==> src/rtl/eth_crc_frame_ctrl.sv <==
// Ethernet receive sequencer: hunts preamble/SFD, then runs each frame byte through a CRC-32 register.
// Optional ETH_LEN_CHECK_EN adds parameter MIN_LEN and a runt-frame flag len_err alongside crc_valid.
module eth_crc_frame_ctrl #(
    parameter int unsigned PRE_LEN  = 7,
    parameter int unsigned MAX_LEN  = 1514,
    parameter int unsigned LEN_W    = 11,
    parameter logic [31:0] CRC_INIT = 32'hFFFF_FFFF
`ifdef ETH_LEN_CHECK_EN
    ,
    parameter int unsigned MIN_LEN  = 60
`endif
) (
    input  logic             clk,
    input  logic             rst,
    input  logic             in_valid,
    input  logic [7:0]       in_data,
    input  logic             in_eof,
    output logic             in_ready,
    output logic             busy,
    output logic             crc_valid,
    output logic [31:0]      crc_out,
    output logic [LEN_W-1:0] frame_len,
    output logic             frame_err
`ifdef ETH_LEN_CHECK_EN
    ,
    output logic             len_err
`endif
);

    localparam int unsigned      PRE_W   = $clog2(PRE_LEN + 1);
    localparam logic [PRE_W-1:0] PRE_MAX = PRE_W'(PRE_LEN);
    localparam logic [LEN_W-1:0] LEN_MAX = LEN_W'(MAX_LEN);

    typedef enum logic [1:0] {HUNT, DATA, DONE} state_t;

    // Reflected Ethernet CRC-32 (poly 0x04C11DB7), one byte per call, data LSB first.
    function automatic logic [31:0] crc32(input logic [31:0] crc_in, input logic [7:0] data);
        logic [31:0] c;
        c = crc_in;
        for (int i = 0; i < 8; i++) begin
            c = (c[0] ^ data[i]) ? ((c >> 1) ^ 32'hEDB8_8320) : (c >> 1);
        end
        return c;
    endfunction

    state_t             state_q, state_d;
    logic [PRE_W-1:0]   pre_cnt_q, pre_cnt_d;
    logic [31:0]        crc_q, crc_d;
    logic [LEN_W-1:0]   len_q, len_d;
    logic [31:0]        crc_out_q, crc_out_d;
    logic [LEN_W-1:0]   frame_len_q, frame_len_d;
    logic               crc_valid_q, crc_valid_d;
    logic               frame_err_q, frame_err_d;
`ifdef ETH_LEN_CHECK_EN
    logic               len_err_q, len_err_d;
`endif

    logic               accept;
    logic [31:0]        crc_next;
    logic [LEN_W-1:0]   len_inc;

    assign in_ready = (state_q != DONE);
    assign busy     = (state_q == DATA);
    assign accept   = in_valid & in_ready;
    assign crc_next = crc32(crc_q, in_data);
    assign len_inc  = len_q + LEN_W'(1);

    always_comb begin
        // NOTE: every variable gets a default before the case so no path leaves it unassigned (no latches).
        state_d     = state_q;
        pre_cnt_d   = pre_cnt_q;
        crc_d       = crc_q;
        len_d       = len_q;
        crc_out_d   = crc_out_q;
        frame_len_d = frame_len_q;
        crc_valid_d = 1'b0;
        frame_err_d = 1'b0;
`ifdef ETH_LEN_CHECK_EN
        len_err_d   = 1'b0;
`endif
        unique case (state_q)
            HUNT: begin
                if (accept) begin
                    if (in_data == 8'h55) begin
                        if (pre_cnt_q != PRE_MAX) pre_cnt_d = pre_cnt_q + PRE_W'(1);
                    end else if (in_data == 8'hD5 && pre_cnt_q == PRE_MAX) begin
                        state_d   = DATA;
                        crc_d     = CRC_INIT;
                        len_d     = '0;
                        pre_cnt_d = '0;
                    end else begin
                        pre_cnt_d = '0;
                    end
                end
            end
            DATA: begin
                if (accept) begin
                    crc_d = crc_next;
                    len_d = len_inc;
                    // eof wins over overflow when the limit byte is also the last one.
                    if (in_eof) begin
                        crc_out_d   = crc_next;
                        frame_len_d = len_inc;
                        crc_valid_d = 1'b1;
                        state_d     = DONE;
`ifdef ETH_LEN_CHECK_EN
                        len_err_d   = (len_inc < LEN_W'(MIN_LEN));
`endif
                    end else if (len_inc == LEN_MAX) begin
                        frame_err_d = 1'b1;
                        state_d     = HUNT;
                    end
                end
            end
            DONE: begin
                state_d   = HUNT;
                pre_cnt_d = '0;
            end
            default: state_d = HUNT;
        endcase
    end

    always_ff @(posedge clk or posedge rst) begin
        if (rst) begin
            state_q     <= HUNT;
            pre_cnt_q   <= '0;
            crc_q       <= CRC_INIT;
            len_q       <= '0;
            crc_out_q   <= '0;
            frame_len_q <= '0;
            crc_valid_q <= 1'b0;
            frame_err_q <= 1'b0;
`ifdef ETH_LEN_CHECK_EN
            len_err_q   <= 1'b0;
`endif
        end else begin
            // NOTE: non-blocking so every register samples the pre-edge values of the others.
            state_q     <= state_d;
            pre_cnt_q   <= pre_cnt_d;
            crc_q       <= crc_d;
            len_q       <= len_d;
            crc_out_q   <= crc_out_d;
            frame_len_q <= frame_len_d;
            crc_valid_q <= crc_valid_d;
            frame_err_q <= frame_err_d;
`ifdef ETH_LEN_CHECK_EN
            len_err_q   <= len_err_d;
`endif
        end
    end

    assign crc_valid = crc_valid_q;
    assign crc_out   = crc_out_q;
    assign frame_len = frame_len_q;
    assign frame_err = frame_err_q;
`ifdef ETH_LEN_CHECK_EN
    assign len_err   = len_err_q;
`endif

endmodule

==> config.mk <==
export PLATFORM = sky130hd
export DESIGN_NAME = eth_crc_frame_ctrl
export DESIGN_NICKNAME = d
export VERILOG_FILES = /design/src/rtl/eth_crc_frame_ctrl.sv
export SDC_FILE = /design/constraint.sdc
export NUM_CORES = 1
export LEC_CHECK = 0
export ABC_AREA = 1
export CAP_MARGIN = 20
export CORE_UTILIZATION = 61
export DETAILED_ROUTE_END_ITERATION = 7
export GPL_ROUTABILITY_DRIVEN = 0
export GPL_TIMING_DRIVEN = 0
export PLACE_DENSITY = 0.88
export SLEW_MARGIN = 20
export SYNTH_ARGS = -nofsm -noshare
export SYNTH_HDL_FRONTEND = slang
export SYNTH_SLANG_ARGS = --single-unit
==> constraint.sdc <==
create_clock -name clk -period 5.5 [get_ports clk]
set_clock_uncertainty 0.2 [all_clocks]
set_input_delay 0.55 -clock clk [delete_from_list [all_inputs] [get_ports clk]]
set_output_delay 0.55 -clock clk [all_outputs]
set_load 0.1 [all_outputs]
==> results.py, run 1 <==
metrics = {
    "run_status": {
        "status": "finished, final reports clean",
    },
    "die": {
        "die_h_um": 92.4,
        "coreArea_um2": 7810,
        "initial_utilization_pct": 63.8,
        "die_area_um2": 8530,
        "fp-row-count": 32,
        "ios": 59,
        "die_w_um": 92.4,
    },
    "synth": {
        "synth_seq_cells": 93,
        "postSynthCellCount": 616,
        "yosys.area.top_type_share_pct": 30.7,
        "synthSimpleGateAreaFrac_pct": 23.0,
        "synthMuxAreaShare_pct": 0,
        "synth.distinct_cells": 38,
        "synth_top_family_by_area": "simple AND/OR/NAND/NOR gates",
        "synth_xor_area_share_pct": 11.3,
        "synthAdderAreaFrac_pct": 1.01,
        "seq_area_frac_synth_pct": 47.5,
        "yosysTopAreaCell": "dfrtp_1",
        "syn-mean-instance-area_um2": 8.08,
        "synth_nets": 632,
        "synth_compound_area_share_pct": 8.94,
        "yosys_warnings": 0,
        "synth.area.top_cells": "dfrtp_1, nand2_1, dfstp_2",
        "syn-cell-area_um2": 4980,
    },
    "worst_hold_path": {
        "min_to": "crc_out[6]",
        "holdPathStages": 2,
        "hp-start": "crc_out[6]",
        "hold_class": "reg -> reg",
    },
    "final_layout": {
        "utilization_pct": 75.7,
        "final_cell_mix": "nand2_1, inv_1, dfrtp_1, clkdlybuf4s50_1, o21ai_0",
        "final_common_cell": "nand2_1",
        "final_cell_count_no_fill": 793,
        "final_layout_size_suffix_gt1_share_pct": 10.1,
        "final_nets": 702,
        "areaGrowthSynthToFinish_pct": 18.7,
        "diodes": 0,
    },
    "global_route": {
        "grt_pass1_vias": 4261,
        "antenna_found_initial": 0,
        "grt_remaining_overflow": 0,
        "grt_max_degree": 61,
        "grt_usage_pct": 30.7,
        "grt_pass1_wl_um": 20000,
    },
    "power_and_ir_drop": {
        "p_leak_nw": 3.08,
        "powerDensity_nw_per_um2": 218,
        "seq_power_share_pct": 53.2,
        "internal-power_w": 0.000941,
        "p_sw_w": 0.000346,
        "comb_power_share_pct": 11.0,
        "p_clk_share_pct": 35.8,
        "p_sw_share_pct": 26.9,
        "vdd_drop_max_v": 0.000142,
    },
    "worst_setup_path": {
        "regToRegSetupSlack_ps": 3050,
        "reg2reg_from": "len_q[0]",
        "path_cells": "inv_1 > nor2_1 > clkdlybuf4s50_1",
        "timing.rr.end": "state_q[0]",
        "slowest_stage": "clkdlybuf4s50_1",
        "worst-setup-path-type": "reg -> out",
        "crit_path_start_kind": "flip-flop",
        "critical_path_arrival_ps": 2190,
        "crit_path_start": "state_q[0]",
        "cpPeakStageDelay_ps": 1160,
        "endpoint_kind": "output pin",
        "reg2reg_depth": 14,
        "path_max_fanout": 4,
        "cp.required_ps": 4750,
    },
    "job": {
        "drv_cap": 0,
    },
    "place": {
        "dp_hpwl_um": 8860,
        "dp_cells": 777,
        "place_ws_ps": 2690,
        "port_buffers": 58,
    },
    "timing": {
        "period_share_pct": 53.4,
        "rsz0062_at_grt": "false",
        "hold_viol": 0,
        "fin_crit_ps": 2940,
        "tns_ps": 0,
        "slew_violations": 0,
        "setup_violations": 0,
        "hold_ws_ps": 287,
        "fmax_mhz": 340,
        "tightest_slew_ps": 981,
        "fin_ws_ps": 2560,
        "slew_headroom_pct": 34.4,
    },
    "routing": {
        "drt_iter0_drc": 352,
        "drc_errors": 0,
        "wirelength_um": 12200,
        "post_drt_wl_per_cell_um": 15.4,
        "routed_via_density": 5.59,
        "drtPass1Iterations": 6,
        "vias": 4431,
        "ant_nets": 0,
    },
    "cts": {
        "cts.clk_slew.worst_paths_ps": 90,
        "cts-resized-gates": 0,
        "clk_latency_ps": 380,
        "post-cts-setup-buffer-count": 0,
        "cts_tree": "yes",
        "cts_sinks": 93,
        "h-tree-depth": 3,
        "cts_buffers": 9,
        "cts_hold_buf": 0,
        "clk_path_buf_depth": 2,
        "root_buffer": "clkbuf_8",
    },
}
-- worst max-delay path by stage --
stage	end	slack (ps)	depth (start not counted)
after detailed placement	crc_out[19]	2690	15
after global placement	pre_cnt_q[0]	1040	2
after floorplan	crc_out[0]	2380	1
final	busy	2560	3
after global routing	busy	2510	3
after CTS	busy	2580	3
-- power groups by stage --
stage | combinational (W) | sequential, W | clock, W
finish | 0.000142 | 0.000685 | 0.000460
global route | 0.000155 | 0.000685 | 0.000493
CTS | 0.000139 | 0.000685 | 0.000465
detailed placement | 0.000138 | 0.000697 | 0
global placement | 0.000132 | 0.000697 | 0
floorplan | 0.0000947 | 0.000697 | 0
-- area by class of cell --
cell class / instances / area [µm²]
Buffer: 17 / 92.6
Clock buffer: 11 / 131
Clock inverter: 5 / 61.3
Fill cell: 561 / 1900
Inverter: 85 / 323
Multi-Input combinational cell: 421 / 2200
Sequential cell: 93 / 2370
Tap cell: 102 / 128
Timing Repair Buffer: 59 / 608
-- cell families (layout without fill, tap and decap cells) --
family / count (synthesis) / after routing
simple gates: 283 / 283
xor+xnor: 55 / 55
compound gates: 79 / 79
buf+inv: 102 / 177
fa+ha+maj: 4 / 4
flops: 93 / 93
-- routing by layer --
| layer | global-route usage, % | vias up | wire (µm) |
|---|---|---|---|
| li1 | - | 2052 | - |
| met1 | 39.9 | 2119 | 5160 |
| met2 | 49.4 | 214 | 5790 |
| met3 | 6.73 | 46 | 841 |
| met4 | 13.5 | 0 | 392 |
| met5 | 0 | - | 0 |
-- sequential cells by signal, indices dropped and copies added, names as in the netlist --
name and count:
state_q 2, frame_len 11, crc_q 32, crc_out 32, crc_valid 1, pre_cnt_q 3, frame_err 1, len_q 11
-- synthesized netlist by cell type (all sizes together) --
cell type and count:
a21boi 3, a21oi 1, a22oi 5, a31oi 1, buf 5, clkbuf 12
clkinv 1, dfrtp 61, dfstp 32, ha 4, inv 84, nand2 231
nand3 21, nand3b 1, nand4 7, nor2 17, nor3 3, nor4 1
o21a 2, o21ai 53, o22a 2, o22ai 11, o31ai 1, or2 2
xnor2 10, xor2 45
-- stage by stage --
step / area (µm²) / total power, W
floorplan: 4980 / 0.000792
global placement: 5690 / 0.000829
detailed placement: 5720 / 0.000835
CTS: 5910 / 0.00129
global route: 5910 / 0.00133
finish: 5910 / 0.00129
-- critical path: cells and delay by family, from the launching register on --
kind,cells,cell delay [ps]
buffers and inverters,2,1250
flip-flops,1,400
AND/OR/NAND/NOR,1,160
(Power assumes the default switching activity.)
==> run 2, diff against run 1 <==
CORE_UTILIZATION = 51   (was 61)
PLACE_DENSITY = 0.79   (was 0.88)
clock period = 2.59 ns   (was 5.5 ns; I/O delays follow)
==> results.py, run 2 (synthesis results as in run 1) <==
metrics = {
    "run_status": {
        "status": "finished, final reports clean",
    },
    "cts": {
        "cts_hold_buf": 0,
        "cts_buffers": 9,
        "cts_tree": "yes",
        "clk_latency_ps": 370,
        "clk_path_buf_depth": 2,
        "cts.clk_slew.worst_paths_ps": 100,
        "cts_sinks": 93,
        "h-tree-depth": 3,
        "root_buffer": "clkbuf_8",
    },
    "die": {
        "ios": 59,
        "die_area_um2": 10200,
        "die_h_um": 101,
        "coreArea_um2": 9330,
        "initial_utilization_pct": 53.4,
        "die_w_um": 101,
        "fp-row-count": 35,
    },
    "global_route": {
        "grt_pass1_vias": 4091,
        "grt_max_degree": 34,
        "grt_remaining_overflow": 0,
        "grt_pass1_wl_um": 19800,
        "antenna_found_initial": 1,
        "grt_usage_pct": 25.7,
    },
    "power_and_ir_drop": {
        "vdd_drop_max_v": 0.000227,
        "powerDensity_nw_per_um2": 462,
        "p_leak_nw": 3.10,
    },
    "routing": {
        "drtPass1Iterations": 6,
        "drc_errors": 0,
        "wirelength_um": 12000,
        "post_drt_wl_per_cell_um": 14.6,
        "routed_via_density": 5.16,
        "vias": 4236,
        "drt_iter0_drc": 265,
        "ant_nets": 0,
    },
    "place": {
        "place_ws_ps": 41.1,
        "dp_hpwl_um": 8960,
        "dp_cells": 805,
        "port_buffers": 58,
    },
    "worst_setup_path": {
        "worst-setup-path-type": "reg -> out",
        "crit_path_start": "state_q[1]",
        "path_cells": "inv_1 > nor2_1 > inv_1 > dlygate4sd2_1",
        "slowest_stage": "dlygate4sd2_1",
        "reg2reg_from": "crc_q[0]",
        "crit_path_start_kind": "flip-flop",
        "cp.required_ps": 2130,
        "crit_top_cell": "inv_1",
        "critical_path_arrival_ps": 1890,
        "path_max_fanout": 4,
        "endpoint_kind": "output pin",
        "cpPeakStageDelay_ps": 840,
    },
    "job": {
        "drv_cap": 0,
    },
    "final_layout": {
        "areaGrowthSynthToFinish_pct": 19.8,
        "final_layout_size_suffix_gt1_share_pct": 10.7,
        "final_cell_mix": "nand2_1, inv_1, dfrtp_1, clkdlybuf4s50_1, o21ai_0",
        "nFillCells": 836,
        "register_area_um2": 2370,
        "final_cell_count_no_fill": 821,
        "final_nets": 703,
        "multi_input_area_um2": 2200,
        "final_common_cell": "nand2_1",
        "diodes": 0,
    },
    "timing": {
        "tns_ps": 0,
        "period_share_pct": 90.7,
        "fin_crit_ps": 2350,
        "tightest_slew_ps": 978,
        "setup_violations": 0,
        "slew_violations": 0,
        "slew_headroom_pct": 34.6,
        "fmax_mhz": 426,
        "hold_viol": 0,
        "fin_ws_ps": 240,
        "rsz0062_at_grt": "false",
    },
    "worst_hold_path": {
        "hold_class": "in -> async",
    },
}
[run 2: power breakdown]
| part | switching, W | total [W] | internal, W |
|---|---|---|---|
| Combinational | 0.000209 | 0.000304 | 0.0000954 |
| Clock | 0.000523 | 0.000998 | 0.000475 |
| Sequential | 0.0000000527 | 0.00145 | 0.00145 |
| Total | 0.000731 | 0.00276 | 0.00202 |
[run 2: per-layer routing]
metal | routed length, µm | vias to the layer above | part of all wire, % | GRT usage (%)
met5 | 11 | - | 0.092 | 0
met2 | 5550 | 148 | 46 | 41.7
li1 | - | 2047 | - | -
met1 | 5390 | 2014 | 45 | 35.0
met3 | 741 | 25 | 6.2 | 3.19
met4 | 268 | 2 | 2.2 | 10.7
[run 2: worst paths after layout]
path                          endpoint  slack [ps]  depth (start not counted)
min reg2reg                crc_out[23]         290                          2
max in group asynchronous    crc_q[31]        1430                          3
max                           in_ready         240                          4
max reg2reg                crc_out[19]         290                         13
min                        crc_out[24]         110                          2
min in group clk           crc_out[23]         290                          2
[run 2: final cells by class]
type	count	area share, %
clock buffers	11	2.37
flip-flops and latches	93	39.7
plain buffers	17	1.55
multi-input cells	421	36.9
repair buffers	60	10.4
inverters	85	5.43
clock inverters	5	0.986
well taps	129	2.70
[run 2: timing repair]
item / CTS / global route
buffers inserted: 0 / 0
resized for setup: 2 / 1
endpoints found under the setup margin: 2 / 1
[run 2: metrics by stage]
step / instance area, µm² / util (%) / hold slack, ps / power, W
finish: 5970 / 64.0 / 112 / 0.00276
CTS: 5970 / 64.0 / 129 / 0.00276
detailed placement: 5770 / 61.8 / 265 / 0.00178
global route: 5970 / 64.0 / 171 / 0.00285
global placement: 5730 / 61.4 / 266 / 0.00176
floorplan: 4990 / - / 130 / 0.00168
[run 2: worst max-delay path: cells and delay by family (launching register included)]
kind          cells  cell delay (ps)
flops             1              430
simple gates      1               80
buf+inv           3             1020
==> run 3, diff against run 2 <==
SLEW_MARGIN = default   (was 20)
==> results of run 3 <==
Final layout, timing and power as in run 2 (identical DEF).
